## src/rtl/hamming74_pkg.sv

```systemverilog
// Shared Hamming(7,4) definitions: codeword positions, FSM encoding, syndrome.
// Used by both the serial encoder and the serial receive decoder.
package hamming74_pkg;

    localparam int CW_W   = 7;
    localparam int POS_P1 = 1;
    localparam int POS_P2 = 2;
    localparam int POS_D1 = 3;
    localparam int POS_P3 = 4;
    localparam int POS_D2 = 5;
    localparam int POS_D3 = 6;
    localparam int POS_D4 = 7;

    typedef enum logic {
        IDLE  = 1'b0,
        SHIFT = 1'b1
    } state_t;

    // Syndrome {s3,s2,s1}; a nonzero value is the position of a single flip.
    function automatic logic [2:0] syndrome(input logic [CW_W:1] cw);
        logic s1;
        logic s2;
        logic s3;
        s1 = cw[1] ^ cw[3] ^ cw[5] ^ cw[7];
        s2 = cw[2] ^ cw[3] ^ cw[6] ^ cw[7];
        s3 = cw[4] ^ cw[5] ^ cw[6] ^ cw[7];
        return {s3, s2, s1};
    endfunction

endpackage

```

## src/rtl/hamming74_correct.sv

```systemverilog
// Combinational single-error correction of a 7-bit Hamming codeword.
// Outputs the corrected data nibble {d1,d2,d3,d4} and a corrected flag.
module hamming74_correct
    import hamming74_pkg::*;
(
    input  logic [CW_W:1] cw,
    output logic [3:0]    nibble,
    output logic          err
);

    logic [2:0]    s;
    logic [CW_W:1] fixed;

    // Flip the bit addressed by the syndrome, if any, then pick data bits.
    always_comb begin
        s     = syndrome(cw);
        fixed = cw;
        for (int i = 1; i <= CW_W; i++) begin
            fixed[i] = cw[i] ^ (s == 3'(i));
        end
        nibble = {fixed[POS_D1], fixed[POS_D2], fixed[POS_D3], fixed[POS_D4]};
        err    = |s;
    end

endmodule

```

## src/rtl/hamming74_rx_decode.sv

```systemverilog
// Serial Hamming(7,4) receive decoder: deserialise, correct, present nibble.
// Optional corrected-frame counter enabled by macro HAMMING_RX_ERRCNT_EN.
module hamming74_rx_decode
    import hamming74_pkg::*;
#(
    parameter int CNT_W = 8
) (
    input  logic             clk,
    input  logic             rst_n,
    input  logic             in_bit,
    input  logic             in_valid,
    input  logic             frame_start,
    output logic [3:0]       out,
    output logic             out_valid,
    output logic             err_fix,
    output logic             sync_err,
    output logic [CNT_W-1:0] err_cnt
);

    state_t        state_q;
    state_t        state_d;
    logic [2:0]    idx_q;
    logic [2:0]    idx_d;
    logic [CW_W:1] cw_q;
    logic [CW_W:1] cw_d;
    logic          done_d;
    logic          sync_d;
    logic [3:0]    nibble;
    logic          fix;

    logic [3:0]    out_q;
    logic          out_valid_q;
    logic          err_fix_q;
    logic          sync_err_q;

    // The decoder sees the word including the bit captured this cycle.
    hamming74_correct u_correct (
        .cw     (cw_d),
        .nibble (nibble),
        .err    (fix)
    );

    // Next-state: frame capture, index advance, abort on early frame_start.
    always_comb begin
        state_d = state_q;
        idx_d   = idx_q;
        cw_d    = cw_q;
        done_d  = 1'b0;
        sync_d  = 1'b0;
        unique case (state_q)
            IDLE: begin
                if (in_valid && frame_start) begin
                    cw_d         = '0;
                    cw_d[POS_P1] = in_bit;
                    idx_d        = 3'd2;
                    state_d      = SHIFT;
                end
            end
            SHIFT: begin
                if (in_valid) begin
                    if (frame_start) begin
                        sync_d       = 1'b1;
                        cw_d         = '0;
                        cw_d[POS_P1] = in_bit;
                        idx_d        = 3'd2;
                    end else begin
                        cw_d[idx_q] = in_bit;
                        if (idx_q == 3'(POS_D4)) begin
                            done_d  = 1'b1;
                            idx_d   = 3'd0;
                            state_d = IDLE;
                        end else begin
                            idx_d = idx_q + 3'd1;
                        end
                    end
                end
            end
            default: begin
                state_d = IDLE;
                idx_d   = 3'd0;
            end
        endcase
    end

    // State, index and shift register.
    always_ff @(posedge clk) begin
        if (!rst_n) begin
            state_q <= IDLE;
            idx_q   <= 3'd0;
            cw_q    <= '0;
        end else begin
            state_q <= state_d;
            idx_q   <= idx_d;
            cw_q    <= cw_d;
        end
    end

    // Registered outputs; out holds until the next completed frame.
    always_ff @(posedge clk) begin
        if (!rst_n) begin
            out_q       <= 4'd0;
            out_valid_q <= 1'b0;
            err_fix_q   <= 1'b0;
            sync_err_q  <= 1'b0;
        end else begin
            if (done_d) begin
                out_q <= nibble;
            end
            out_valid_q <= done_d;
            err_fix_q   <= done_d & fix;
            sync_err_q  <= sync_d;
        end
    end

    assign out       = out_q;
    assign out_valid = out_valid_q;
    assign err_fix   = err_fix_q;
    assign sync_err  = sync_err_q;

`ifdef HAMMING_RX_ERRCNT_EN
    logic [CNT_W-1:0] cnt_q;

    // Saturating count of corrected frames, updated alongside err_fix.
    always_ff @(posedge clk) begin
        if (!rst_n) begin
            cnt_q <= '0;
        end else if (done_d && fix && (cnt_q != '1)) begin
            cnt_q <= cnt_q + 1'b1;
        end
    end

    assign err_cnt = cnt_q;
`else
    assign err_cnt = '0;
`endif

endmodule

```

## config.mk

```make
export PLATFORM = sky130hd
export DESIGN_NAME = hamming74_rx_decode
export DESIGN_NICKNAME = d
export VERILOG_FILES = /design/src/rtl/hamming74_pkg.sv /design/src/rtl/hamming74_correct.sv /design/src/rtl/hamming74_rx_decode.sv
export SDC_FILE = /design/constraint.sdc
export NUM_CORES = 1
export LEC_CHECK = 0
export BUFFER_PORTS_ARGS = -buffer_cell sky130_fd_sc_hd__buf_2
export CAP_MARGIN = 15
export CORE_ASPECT_RATIO = 0.5
export CORE_UTILIZATION = 42
export DETAILED_ROUTE_END_ITERATION = 10
export PLACE_DENSITY_LB_ADDON = 0.1
export SLEW_MARGIN = 20
export SYNTH_ARGS = -nofsm -noshare
export SYNTH_HDL_FRONTEND = slang
export SYNTH_SLANG_ARGS = --single-unit
```

## constraint.sdc

```tcl
create_clock -name clk -period 3.7 [get_ports clk]
set_clock_uncertainty 0.1 [all_clocks]
set_input_delay 0.74 -clock clk [delete_from_list [all_inputs] [get_ports clk]]
set_output_delay 0.74 -clock clk [all_outputs]
set_load 0.01 [all_outputs]
```

Yosys cells after proc, flatten, opt, wreduce, memory -nomap -nowiden
Index checks and enable logic that the tools add are counted.

Add/subtract/negate cells: 1. Multiply operators: 0. Div/mod/pow operators: 0. $lt $le $gt $ge: 2. Eq/ne operators: 7. Shift operators: 0. Multiplexer cells: 22. Bitwise gates (word level): 15. Reduce and logical (&&, ||, !) cells: 5.

Operators with widths (number): $mux 7 (3); $pmux 7 s2 (1); $xor 1x1->1 (13); $eq 3x3->1 const B (4); $mux 3 (4); $mux 1 (10); $bwmux 7 (1); $pmux 3 s2 (1); $lt 3x4->1 const B (1); $ne 2x2->1 const B (2); $add 3x1->3 const B (1); $demux 1 s3 (1); $eq 3x2->1 const B (1); $ge 3x1->1 const B (1); $reduce_and 3->1 (1); $reduce_or 3->1 (1); $logic_and 1x1->1 (2); $pmux 1 s2 (1); $reduce_and 2->1 (1); $and 1x1->1 (1); $not 1->1 (1).

Register bits: 18. Latch bits: 0. Memory bits (writable): 0. Memory bits (read-only): 0. Input bits: 5. Output and inout bits: 15. Word-level logic and storage cells: 59. Memories kept: 0.

Logic depth before layout (Yosys ltp)
Depth in word-level cells: 13. Depth in mapped cells: 8. Mapped depth without buffers: 7.

Hierarchy
A second synthesis with hierarchy kept.

Cells, all modules: 193. Area total of the unflattened synthesis: 1505.2 um2.

By module, submodules not included: hamming74_rx_decode (instances 1, cells an instance 121, area an instance 1003.5 um2, sequential area each 360.3 um2); hamming74_correct (instances 1, cells an instance 72, area an instance 501.7 um2, sequential area each 0.0 um2).

Worst setup path before layout
OpenSTA, ideal clock, no wires.

Kind: input-to-reg. Start point: input in_bit. End point: register out_q[1], in the netlist out[1]. Data arrival time: 2735 ps. Path slack: 748 ps. Stages on the path: 7. Path buffers: 0. Path through: and4_4 -> a32oi_1 -> a2bb2oi_2 -> xor3_1 -> xor2_1 -> or4_1 -> a32o_1.

Longest elaborated chain between the ends: 9. Elaborated cells on any way between the ends: 16.

RTL lines: from (decl) (RTL line hamming74_rx_decode.sv:10) `input logic in_bit,`; $bwmux 7 (RTL line hamming74_rx_decode.sv:67) `cw_d[idx_q] = in_bit;`; $mux 7 (RTL line hamming74_rx_decode.sv:61) `if (frame_start) begin`; $mux 7 (RTL line hamming74_rx_decode.sv:60) `if (in_valid) begin`; $pmux 7 s2 (*) (RTL line hamming74_rx_decode.sv:50) `unique case (state_q)`; $xor 1x1->1, on equally long branches (3 in series) (RTL line hamming74_pkg.sv:24, hamming74_pkg.sv:25, hamming74_pkg.sv:26); $eq 3x3->1 (RTL line hamming74_correct.sv:19) `fixed[i] = cw[i] ^ (s == 3'(i));`; $xor 1x1->1 (*) (RTL line hamming74_correct.sv:19); to (signal assigned) (RTL line hamming74_rx_decode.sv:107) `out_q <= nibble;`; to (decl) (RTL line hamming74_rx_decode.sv:31) `logic [3:0] out_q;`.

Mark *: on every way between the ends. The rest lies on a longest branch, timed or not. A chain may end at the register's enable or synchronous reset.

Worst setup path in the final report
Start point: input in_valid. End point: register out_q[1], in the netlist out[1].

Longest elaborated chain between the ends: 8. Elaborated cells on any way between the ends: 17.

RTL lines: from (decl) (RTL line hamming74_rx_decode.sv:11) `input logic in_valid,`; $logic_and 1x1->1 (RTL line hamming74_rx_decode.sv:52) `if (in_valid && frame_start) begin`; $mux 7 (RTL line hamming74_rx_decode.sv:52); $pmux 7 s2 (RTL line hamming74_rx_decode.sv:50); $xor 1x1->1, on equally long branches (3 in series) (RTL line hamming74_pkg.sv:24, hamming74_pkg.sv:25, hamming74_pkg.sv:26); $eq 3x3->1 (RTL line hamming74_correct.sv:19); $xor 1x1->1 (RTL line hamming74_correct.sv:19).

Parallel ways exist; a longest one is shown, timed or not.

==> reports/metrics.yaml <==
viasPerCell: 5.15
finalInstanceArea_um2: 1190
layout-drive-gt1-share_pct: 18.9
grt_first_pass_wirelength_um: 3360
layout_min_cycle_time_ns: 3.01
diodes: 0
drc: 0
cap_violations: 0
port-buffer-count: 11
cp.arrival_ns: 3.06
synth-seq-cells: 18
seq_area_frac_synth_pct: 32.8
synth.mux.area_fraction_pct: 4.55
synth_xor_area_share_pct: 9.10
grt_start_max_net_pins: 14
slowest_stage: "or4_1"
initial_core_util_pct: 47.0
p_total_mw: 0.394
drtIter0Drc: 46
synth_fa_ha_area_share_pct: 2.28
finalHoldViolCount: 0
setup_viol: 0
via_count: 808
grt_use_total_pct: 16.5
first_pass_iters: 3
gp_congestion: 0.795
yosys_warnings: 0
avgSynthCellArea_um2: 9.82
post_drt_wl_per_cell_um: 13.0
clk_pin_slew_worst_paths_ns: 0.07
cts_made_buffers: 3
wl_um: 2050
cts_setup_buffers: 0
max_stage_delay_ns: 0.54
synth_edf_count: 0
synth_top_family_by_area: "simple AND/OR/NAND/NOR gates"
irDropWorstVdd_v: 0.000188
crit_family: "compound AO/OA/AOI/OAI gates"
clockBufferDepth: 2
cts_root_buffer: "clkbuf_8"
grt_setup_unrepaired: "no"
fin_cells: 157
cp-end-kind: "flop"
htreeDepth: 1
tightest_slew_ns: 0.837
hp-class: "reg2reg"
setup-tns-final_ns: 0
dieArea_um2: 2840
antenna_left: 0
clk_latency_ns: 0.25
path_buf_inv: 1
synthCells: 112
num-nets-final: 130
dpl_cell_area_um2: 1140
pwr_density_cell_nw_per_um2: 330
synth-compound-area-share_pct: 19.3
coreArea_um2: 2340
area.growth.synth_to_final_pct: 8.65
cp_max_fo: 7
status: "completed"
max-slew-margin-rel_pct: 43.7
cts_resized: 0
overflow: 0
antenna_found_initial: 0
synthArstFlopShare_pct: 0
syn_area_um2: 1100
start_kind: "input pin"
io_pins: 20
placed_cells: 153
postLayoutSetupSlackWorst_ns: 0.691
grt_pass1_vias: 706
pre_cts_ws_ns: 0.430
die_h_um: 38.2
ctsHoldBuffers: 0
rows: 12
final_max_slew_viol_count: 0
synth_simple_gate_area_share_pct: 22.9
post-dp-hpwl_um: 1470
p_leak_nw: 0.491
max_freq_mhz: 332
path_cells: "buf_2 -> and4_4 -> a32oi_1 -> a2bb2oi_2 -> xor3_1 -> xor2_1 -> or4_1 -> a32o_1"
crit_type: "in2reg"
synth.distinct_cells: 48
cts_tree: "yes"
final.period_utilization_pct: 81.3
synth-main-ff-cell: "dfxtp_1"
worstPathRequired_ns: 3.75
die_w_um: 74.4
cts_sinks: 18
power by group:
part	leakage [nW]	internal [mW]	switching [mW]
clock	0.0288	0.0944	0.0659
sequential	0.146	0.196	0.00502
combinational	0.317	0.0117	0.0206
state kept, by name, summed over array words and instances, names as in the netlist:
| register | flops |
|---|---|
| sync_err | 1 |
| state_q | 1 |
| out | 4 |
| cw_q | 7 |
| idx_q | 3 |
| err_fix | 1 |
| out_valid | 1 |
cell usage in the layout (no fill, tap or decap), drive strengths merged, types with 3 or more instances in the layout:
master / Yosys / layout
clkbuf: 1 / 4
a2bb2oi: 5 / 5
nor2: 3 / 3
buf: 11 / 11
xor2: 5 / 5
inv: 3 / 3
dfxtp: 18 / 18
conb: 1 / 8
nand4b: 3 / 3
mux2i: 5 / 5
a21oi: 4 / 4
nor2b: 8 / 8
and4bb: 3 / 3
nand2: 5 / 5
o31ai: 3 / 3
routing by layer:
layer	vias to the layer above	wire length, µm	GRT usage [%]	share of wire (%)
met5	-	0	0	0
met4	0	0	1.42	0
met3	0	80	5.53	3.9
met2	16	875	25.5	43
met1	369	1090	23.1	53
li1	423	-	-	-
cell usage after synthesis (3+ instances only):
library cell	number	area share, %
dfxtp_1	18	33
buf_4	8	5.5
nor2b_1	8	4.6
mux2i_1	5	4.6
nand2_1	5	1.7
a21oi_1	4	1.8
a2bb2oi_2	4	5.5
xor2_1	4	3.2
and4bb_1	3	3.4
nand4b_1	3	2.4
nor2_1	3	1.0
o31ai_1	3	2.0
area by class of cell:
cell class / count / area (µm²)
well taps: 35 / 43.8
inverters: 3 / 11.3
multi-input cells: 86 / 669
fillers: 236 / 1150
clock buffers: 4 / 55.1
flip-flops and latches: 18 / 360
repair buffers: 11 / 55.1
path summary, 6_finish.rpt:
| path | slack [ns] | depth (start not counted) | end | start |
|---|---|---|---|---|
| worst max-delay path | 0.69 | 8 | out[1] | in_valid |
| worst min-delay path | 0.36 | 2 | out[0] | out[0] |
| worst max register to register | 0.81 | 7 | out[1] | idx_q[0] |
| worst min register to register | 0.36 | 2 | out[0] | out[0] |
per-stage QoR:
step / hold slack, ns / util, %
floorplan: 0.379 / -
CTS: 0.362 / 51.0
global placement: 0.339 / 48.7
detailed placement: 0.345 / 48.7
global route: 0.385 / 51.0
finish: 0.357 / 51.0
kinds of logic (layout without fill, tap and decap cells):
| family | Yosys count | count (layout) |
|---|---|---|
| AO/OA/AOI/OAI | 25 | 25 |
| flip-flops | 18 | 18 |
| buffers and inverters | 15 | 18 |
| multiplexers | 5 | 5 |
| XOR/XNOR | 8 | 8 |
| AND/OR/NAND/NOR | 38 | 38 |
| other | 1 | 8 |
| adder cells (fa/ha/maj) | 2 | 2 |
tightest hold or removal path, cell delays in order (launching register included):
cell and delay, ns:
dfxtp_1 0.33, nand2_1 0.05, o31ai_1 0.05
Note: power is estimated with default switching activity, not from simulation.
